File: src/rtl/battle_pkg.sv
// Shared types and widths for the attack resolution datapath.
// Holds the FSM state encoding and the saturating HP subtraction helper.
package battle_pkg;

    localparam int HP_W = 8;
    localparam int MV_W = 4;

    typedef enum logic [2:0] {
        S_IDLE   = 3'd0,
        S_ROLL   = 3'd1,
        S_APPLY  = 3'd2,
        S_REPORT = 3'd3,
        S_OVER   = 3'd4
    } state_t;

    // One extra bit catches the borrow so HP clamps at zero instead of wrapping.
    function automatic logic [HP_W-1:0] sat_sub(input logic [HP_W-1:0] hp,
                                                input logic [MV_W-1:0] d);
        logic [HP_W:0] w_diff;
        w_diff = {1'b0, hp} - {{(HP_W+1-MV_W){1'b0}}, d};
        return w_diff[HP_W] ? '0 : w_diff[HP_W-1:0];
    endfunction

endpackage

File: src/rtl/lfsr4.sv
// Free-running 4-bit maximal-length LFSR (x^4 + x^3 + 1), values 1..15.
// A zero seed would lock the register, so it is replaced with 4'b0001.
module lfsr4
    import battle_pkg::*;
(
    input  logic            clk,
    input  logic            rst_n,
    input  logic [MV_W-1:0] seed,
    output logic [MV_W-1:0] q
);

    logic [MV_W-1:0] w_seed;
    logic [MV_W-1:0] r_q;

    assign w_seed = (seed == '0) ? 4'b0001 : seed;
    assign q      = r_q;

    always_ff @(posedge clk or negedge rst_n) begin
        if (!rst_n) begin
            r_q <= w_seed;
        end else begin
            r_q <= {r_q[2:0], r_q[3] ^ r_q[2]};
        end
    end

endmodule

File: src/rtl/attack_resolver.sv
// Resolves one attack per request: roll accuracy, apply clamped damage, report,
// and detect a knock-out. start is taken only while ready=1; nothing is queued.
module attack_resolver
    import battle_pkg::*;
#(
    parameter logic [HP_W-1:0] HP_INIT   = 8'd40,
    parameter logic [MV_W-1:0] LFSR_SEED = 4'b1001
)(
    input  logic            clk,
    input  logic            rst_n,
    input  logic            start,
    input  logic            attacker,
    input  logic [MV_W-1:0] dmg,
    input  logic [MV_W-1:0] accu,
    input  logic            new_game,
    output logic            ready,
    output logic            done,
    output logic            hit,
    output logic [HP_W-1:0] hp_p1,
    output logic [HP_W-1:0] hp_p2,
    output logic            game_over,
    output logic            winner,
    output state_t          dbg_state
);

    state_t          r_state;
    logic [MV_W-1:0] r_dmg;
    logic [MV_W-1:0] r_accu;
    logic            r_attacker;
    logic [MV_W-1:0] r_rnd;
    logic [HP_W-1:0] r_hp1;
    logic [HP_W-1:0] r_hp2;
    logic            r_ready;
    logic            r_done;
    logic            r_hit;
    logic            r_over;
    logic            r_winner;

    logic [MV_W-1:0] w_lfsr;
    logic [HP_W-1:0] w_def_hp;
    logic            w_hit;
    logic [HP_W-1:0] w_new_hp;

    lfsr4 u_lfsr (
        .clk   (clk),
        .rst_n (rst_n),
        .seed  (LFSR_SEED),
        .q     (w_lfsr)
    );

    // attacker=0 means player 1 attacks, so player 2 defends.
    assign w_def_hp = r_attacker ? r_hp1 : r_hp2;
    assign w_hit    = (r_rnd <= r_accu);
    assign w_new_hp = w_hit ? sat_sub(w_def_hp, r_dmg) : w_def_hp;

    always_ff @(posedge clk or negedge rst_n) begin
        if (!rst_n) begin
            r_state    <= S_IDLE;
            r_dmg      <= '0;
            r_accu     <= '0;
            r_attacker <= 1'b0;
            r_rnd      <= '0;
            r_hp1      <= HP_INIT;
            r_hp2      <= HP_INIT;
            r_ready    <= 1'b1;
            r_done     <= 1'b0;
            r_hit      <= 1'b0;
            r_over     <= 1'b0;
            r_winner   <= 1'b0;
        end else begin
            r_done <= 1'b0;
            case (r_state)
                S_IDLE: begin
                    // new_game takes priority; a simultaneous start is dropped.
                    if (new_game) begin
                        r_hp1 <= HP_INIT;
                        r_hp2 <= HP_INIT;
                    end else if (start) begin
                        r_dmg      <= dmg;
                        r_accu     <= accu;
                        r_attacker <= attacker;
                        r_ready    <= 1'b0;
                        r_state    <= S_ROLL;
                    end
                end
                S_ROLL: begin
                    r_rnd   <= w_lfsr;
                    r_state <= S_APPLY;
                end
                S_APPLY: begin
                    if (r_attacker) begin
                        r_hp1 <= w_new_hp;
                    end else begin
                        r_hp2 <= w_new_hp;
                    end
                    r_hit   <= w_hit;
                    r_done  <= 1'b1;
                    r_state <= S_REPORT;
                end
                S_REPORT: begin
                    if (w_def_hp == '0) begin
                        r_over   <= 1'b1;
                        r_winner <= r_attacker;
                        r_state  <= S_OVER;
                    end else begin
                        r_ready <= 1'b1;
                        r_state <= S_IDLE;
                    end
                end
                S_OVER: begin
                    if (new_game) begin
                        r_hp1   <= HP_INIT;
                        r_hp2   <= HP_INIT;
                        r_over  <= 1'b0;
                        r_ready <= 1'b1;
                        r_state <= S_IDLE;
                    end
                end
                default: begin
                    r_ready <= 1'b1;
                    r_state <= S_IDLE;
                end
            endcase
        end
    end

    assign ready     = r_ready;
    assign done      = r_done;
    assign hit       = r_hit;
    assign hp_p1     = r_hp1;
    assign hp_p2     = r_hp2;
    assign game_over = r_over;
    assign winner    = r_winner;
    assign dbg_state = r_state;

endmodule

File: config.mk
export PLATFORM = sky130hd
export DESIGN_NAME = attack_resolver
export DESIGN_NICKNAME = d
export VERILOG_FILES = /design/src/rtl/battle_pkg.sv /design/src/rtl/lfsr4.sv /design/src/rtl/attack_resolver.sv
export SDC_FILE = /design/constraint.sdc
export NUM_CORES = 1
export LEC_CHECK = 0
export ABC_AREA = 1
export CORE_MARGIN = 1
export CORE_UTILIZATION = 53
export CTS_BUF_LIST = sky130_fd_sc_hd__clkbuf_4 sky130_fd_sc_hd__clkbuf_8
export CTS_CLUSTER_SIZE = 28
export DETAILED_ROUTE_END_ITERATION = 7
export GPL_TIMING_DRIVEN = 0
export PLACE_DENSITY_LB_ADDON = 0.1
export SYNTH_ARGS = -nofsm -noshare
export SYNTH_HDL_FRONTEND = slang
export SYNTH_SLANG_ARGS = --single-unit
File: constraint.sdc
create_clock -name clk -period 2.85 [get_ports clk]
set_clock_uncertainty 0.2 [all_clocks]
set_input_delay 0.57 -clock clk [delete_from_list [all_inputs] [get_ports clk]]
set_output_delay 0.57 -clock clk [all_outputs]
set_load 0.05 [all_outputs]
==> key figures, run 1 <==
STA
  – Setup repair after global routing missed its margin: false
  – Hold violation total from the final report: 0
  – Fmax: about 0.38 GHz
  – Final period demand of the worst path: 2.62 ns
  – Ratio of final minimum period to clock period: 0.919
  – Remaining max-slew budget at the tightest pin: 0.412
  – Accumulated negative setup slack: 0 ns
  – Fin. max-slew vios: 0
  – Setup-violating endpoint count in the final report: 0
  – Worst Max-Slew Pin Slew: just under 0.9 ns

Clock tree
  – Root buffer cell: clkbuf_8
  – Deepest level of the CTS H-tree: 2
  – CTS max path bufs: 2
  – Total of cells resized after clock tree synthesis: 0
  – Total clock buffers created by CTS: 5
  – Post-CTS setup buffers: 0
  – Number of sinks handled by clock tree synthesis: a little over 40
  – Clock slew at the register clock pins of the worst setup and hold paths: 0.08 ns
  – Post-cts hold buffer count: 0
  – CTS tree: built
  – Clock latency at the later pin of the worst-skew pair: about 0.30 ns

Worst setup path
  – Worst r2r path cells: 12
  – Maximum net fanout on the critical path: 10
  – RR Endpoint: hp_p1[6]
  – Type of origin of the critical path: flop
  – Worst setup path category: reg -> reg
  – Data required time of the critical path: roughly 2.9 ns
  – Worst setup slack for register-to-register paths: approximately 0.23 ns
  – Worst r2r src: r_attacker
  – Crit. End Element: flop
  – Data arrival time of the critical path: roughly 2.7 ns

Finish
  – Area added between synthesis and finish: 22.8%
  – Final-stage net count: 339
  – Share of cells above drive strength 1: 0.174
  – Antenna cells: 0
  – FILL cells: between 300 and 400

GRT
  – Total overflow reported by the global router: 0
  – Number of antenna violations at the first check in global routing: 0
  – Maximum number of pins on one net before global-route repair: 42
  – GRT Util Overall: 0.234
  – Number of global-route vias before repair: about 1.7k
  – First-pass GRT wire length: a little under 8000 um

Synth
  – Post-Synthesis Mean Instance Area: 8.23 um2
  – Post-Syn Area: around 2200 um2
  – Leading area contributor after synthesis: dfrtp_1
  – Fraction of the yosys area taken by sequential cells: 0.460
  – Area share of the largest cell type after synthesis: 0.379
  – Yosys synthesis warning count: 0
  – Ranking of synthesized cells by area: dfrtp_1 (38%), nand2_1 (16%), dfstp_2 (8.2%)
  – Count of state elements after synthesis: just over 40
  – Unique cell type count in the Yosys netlist: 31
  – Post-Syn Instances: 273
  – Synthesized net count: approximately 300

Route
  – Vias per std cell: 5.03
  – Number of DRC markers after the initial detailed-route iteration: between 150 and 200
  – Total number of vias: between 1.5k and 2k
  – Detailed-route wire length: 4670 um
  – Count of nets left with antenna violations after detail routing: 0
  – Drc violations: 0
  – Routed wire length per instance: ~13 um
  – Number of iterations in the first detailed-routing pass: 4

Die
  – Area of the die: around 4500 um2
  – Die H: about 67 um
  – Number of rows created at floorplan: 23
  – Die span in x: 67.1 um
  – Effective utilization at floorplan: 0.558
  – Count of pins on the block boundary: 37
  – Core Box Area: 4030 um2

Placement
  – Port buffer count: 36
  – Final RePlAce weighted congestion: between 0.8 and 0.9
  – Sum of net half-perimeters after detailed placement: 3390 um

Flow run
  – # Max-Cap Violations: 0

Hold path
  – Tightest Hold Check Type: in -> async

Status
  – Run status: finished clean
==> worst max-delay path, cell delays in order, from the launching register on <==
cell,delay (ns)
dfrtp_1,0.40
buf_6,0.19
mux2i_2,0.31
ha_1,0.19
inv_1,0.04
fa_1,0.40
nand3_1,0.09
nand3_1,0.08
inv_1,0.16
nand2_1,0.11
o21ai_1,0.19
nand3_1,0.10
nand2_1,0.09
==> sequential cells by signal, summed over array words and instances, names as in the netlist <==
signal,flops
r_accu,4
u_lfsr.q,4
hp_p2,8
r_dmg,4
game_over,1
hp_p1,8
ready,1
r_rnd,4
done,1
hit,1
winner,1
r_attacker,1
dbg_state,3
==> final cells by class <==
type | instances | area [um2] | share of cell area
Tap cell | 50 | 62.6 | 0.0227
Clock inverter | 3 | 21.3 | 0.00771
Sequential cell | 41 | 1030 | 0.375
Clock buffer | 5 | 68.8 | 0.0249
Timing Repair Buffer | 36 | 355 | 0.129
Inverter | 34 | 130 | 0.0472
Buffer | 3 | 21.3 | 0.00771
Multi-Input combinational cell | 195 | 1060 | 0.386
==> routing by layer <==
| metal | track usage | vias up | part of all wire |
|---|---|---|---|
| li1 | - | 944 | - |
| met1 | 0.305 | 848 | 0.47 |
| met2 | 0.374 | 52 | 0.47 |
| met3 | 0.0531 | 2 | 0.053 |
| met4 | 0.0931 | 0 | 0.0086 |
| met5 | 0 | - | 0 |
==> per-stage QoR <==
stage	cells	worst slack, ns	cell area [um2]	hold WS [ns]	utilization
finish	367	0.231	2760	0.177	0.685
global route	367	0.0260	2760	0.203	0.685
CTS	367	0.174	2760	0.190	0.684
detailed placement	359	0.212	2670	0.170	0.661
global placement	359	0.0151	2670	0.160	0.663
floorplan	273	0.425	2250	0.0744	-
==> cell families (layout without fill, tap and decap cells) <==
group / after synthesis / in the layout / share of synthesized area
compound gates: 26 / 26 / 0.0663
xor+xnor: 3 / 3 / 0.0117
fa+ha+maj: 10 / 10 / 0.0590
buf+inv: 37 / 81 / 0.0674
flops: 41 / 41 / 0.460
mux: 4 / 4 / 0.0195
simple gates: 152 / 152 / 0.316
==> cells in the mapped netlist <==
master     n
nand2_1   97
dfrtp_1   34
inv_1     28
nand3_1   15
nor2_1    12
a21oi_1    9
ha_1       9
o21ai_0    9
nand2_2    8
dfstp_2    7
nand4_1    5
inv_2      4
nand3_2    4
o21ai_2    4
mux2_2     3
nand2_4    3
nor2_2     3
o21ai_1    3
buf_2      2
nor2_4     2
xor2_1     2
a21oi_2    1
buf_6      1
clkinv_1   1
fa_1       1
inv_4      1
mux2i_1    1
nor3_4     1
or2_0      1
or2_2      1
xnor2_1    1
==> how the worst max path moves through the flow <==
stage	from	to	slack [ns]
floorplan	hp_p1[0]	hp_p2[4]	0.42
global placement	rst_n	hp_p1[2]	0.02
detailed placement	r_attacker	hp_p1[4]	0.21
CTS	r_attacker	hp_p1[6]	0.17
global route	r_attacker	hp_p1[6]	0.03
finish	r_attacker	hp_p1[6]	0.23
==> placed cells by master (no fill, tap or decap), types with 2 or more instances in the layout <==
| master | instances |
|---|---|
| nand2_1 | 97 |
| clkdlybuf4s50_1 | 35 |
| dfrtp_1 | 34 |
| inv_1 | 28 |
| nand3_1 | 15 |
| nor2_1 | 12 |
| o21ai_0 | 9 |
| a21oi_1 | 9 |
| ha_1 | 9 |
| nand2_2 | 8 |
| dfstp_2 | 7 |
| nand4_1 | 5 |
| clkbuf_8 | 5 |
| inv_2 | 4 |
| o21ai_2 | 4 |
| nand3_2 | 4 |
| nor2_2 | 3 |
| buf_2 | 3 |
| mux2_2 | 3 |
| nand2_4 | 3 |
| o21ai_1 | 3 |
| nor2_4 | 2 |
| xor2_1 | 2 |
Power of run 1 is left out: the tool's default activity adds up to more than one toggle a clock period on the data nets, which glitch-free logic cannot reach.
==> run 2, diff against run 1 <==
DONT_BUFFER_PORTS = 1   (was unset)
==> key figures, run 2 (synthesis results as in run 1) <==
Clock tree
  – CTS tree: built
  – Root buffer cell: clkbuf_8
  – CTS max path bufs: 2
  – Deepest level of the CTS H-tree: 2
  – Post-CTS setup buffers: 0
  – Clock latency at the later pin of the worst-skew pair: 0.30 ns
  – Number of sinks handled by clock tree synthesis: 41
  – Total clock buffers created by CTS: 5
  – Clock slew at the register clock pins of the worst setup and hold paths: around 0.080 ns

Worst setup path
  – Critical path's slowest cell: dfrtp_1
  – Most repeated library cell on the critical path: nand3_1
  – Maximum net fanout on the critical path: 4
  – Number of cells on the critical path: 11
  – Cell breakdown of the critical path: mux2i_2 -> ha_1 -> inv_1 -> fa_1 -> nand3_1 -> nand3_1 -> inv_1 -> nand2_1 -> o21ai_1 -> nand3_1 -> nand2_1
  – Delay of the slowest cell on the worst path: slightly below 0.6 ns
  – Data arrival time of the critical path: 2.64 ns
  – Crit. End Element: flop
  – Worst r2r path cells: 11
  – Data required time of the critical path: roughly 2.9 ns
  – Top cell family by delay on the critical path: adder cells
  – Type of origin of the critical path: flop
  – Buffers & Inverters on Critical Path: 2
  – Worst setup path category: reg -> reg

Flow run
  – # Max-Cap Violations: 0

GRT
  – Number of antenna violations at the first check in global routing: 0
  – Number of global-route vias before repair: between 1.5k and 2k
  – GRT Util Overall: 0.213
  – Maximum number of pins on one net before global-route repair: 42
  – First-pass GRT wire length: 7090 um
  – Total overflow reported by the global router: 0

STA
  – Ratio of final minimum period to clock period: 0.915
  – Final period demand of the worst path: about 2.6 ns
  – Setup-violating endpoint count in the final report: 0
  – Hold violation total from the final report: 0
  – Remaining max-slew budget at the tightest pin: 0.623
  – Accumulated negative setup slack: 0 ns
  – Fin. max-slew vios: 0
  – Worst Max-Slew Pin Slew: 0.566 ns
  – Fmax: around 0.38 GHz
  – Setup repair after global routing missed its margin: false
  – Smallest setup slack after layout: roughly 0.24 ns

Route
  – Number of iterations in the first detailed-routing pass: 4
  – Detailed-route wire length: around 4300 um
  – Drc violations: 0
  – Vias per std cell: 5.04
  – Count of nets left with antenna violations after detail routing: 0
  – Routed wire length per instance: about 13 um
  – Number of DRC markers after the initial detailed-route iteration: 92
  – Total number of vias: between 1.5k and 2k

Hold path
  – Tightest Hold Check Type: in -> reg
  – Cell depth of the worst min-delay path: 1

Die
  – Effective utilization at floorplan: 0.558
  – Core Box Area: slightly above 4000 um2
  – Number of rows created at floorplan: 23
  – Area of the die: 4500 um2
  – Die H: 67.1 um
  – Die span in x: around 67 um
  – Count of pins on the block boundary: 37

Finish
  – Area added between synthesis and finish: 8.57%
  – Most frequent cells in the layout: nand2_1 (97), dfrtp_1 (34), inv_1 (28)
  – Share of cells above drive strength 1: 0.194
  – Most common library cell in the layout ignoring fill and taps: nand2_1
  – FILL cells: around 380
  – Antenna cells: 0
  – Final-stage net count: just over 300

Placement
  – Port buffer count: 0
  – Sum of net half-perimeters after detailed placement: 3240 um
  – Final RePlAce weighted congestion: between 0.8 and 0.9
  – Setup slack at placement: between 0.2 and 0.25 ns

Status
  – Run status: finished clean
## run 2: changes by cell type in the layout (fill, tap and decap cells not counted), sizes merged
cell,change
clkinv,+1
clkinvlp,-1
dlygate4sd3,+1
clkbuf,+1
inv,-1
clkdlybuf4s50,-35
## run 2: cell type report
class,count,area [um2],area share
buffer,3,21.3,0.00872
clock buffer,6,82.6,0.0338
clock inverter,2,13.8,0.00564
inverter,34,130,0.0533
multi-input combinational,195,1060,0.436
sequential,41,1030,0.424
tap,50,62.6,0.0256
timing repair buffer,2,30.0,0.0123
## run 2: stage by stage
step,cells,hold slack (ns),instance area [um2],util
2_1_floorplan,273,0.0744,2250,-
3_3_place_gp,323,0.0754,2310,0.573
3_5_place_dp,323,0.0755,2310,0.573
4_1_cts,333,0.148,2440,0.605
5_1_grt,333,0.148,2440,0.606
6_report,333,0.160,2440,0.606
## run 2: final timing paths
kind	from	endpoint	slack, ns
worst max register to register	hp_p1[0]	hp_p1[6]	0.24
max in group asynchronous	rst_n	hp_p2[3]	1.66
worst max-delay path	hp_p1[0]	hp_p1[6]	0.24
worst min register to register	u_lfsr.q[1]	u_lfsr.q[2]	0.18
worst min-delay path	new_game	game_over	0.16
min in group asynchronous	rst_n	r_rnd[3]	0.51
## run 2: per-layer routing
metal,global-route usage,up-vias,share of wire
met2,0.339,37,0.44
li1,-,878,-
met3,0.0685,5,0.057
met4,0.0638,0,0.011
met1,0.273,758,0.49
met5,0,-,0
## run 2: repair_timing
item | in CTS | in global routing
endpoints found under the hold margin | 41 | 0
gates resized for setup | 0 | 1
hold buffers | 2 | 0
endpoints found under the setup margin | 0 | 9
Power of run 2 is left out for the same reason.
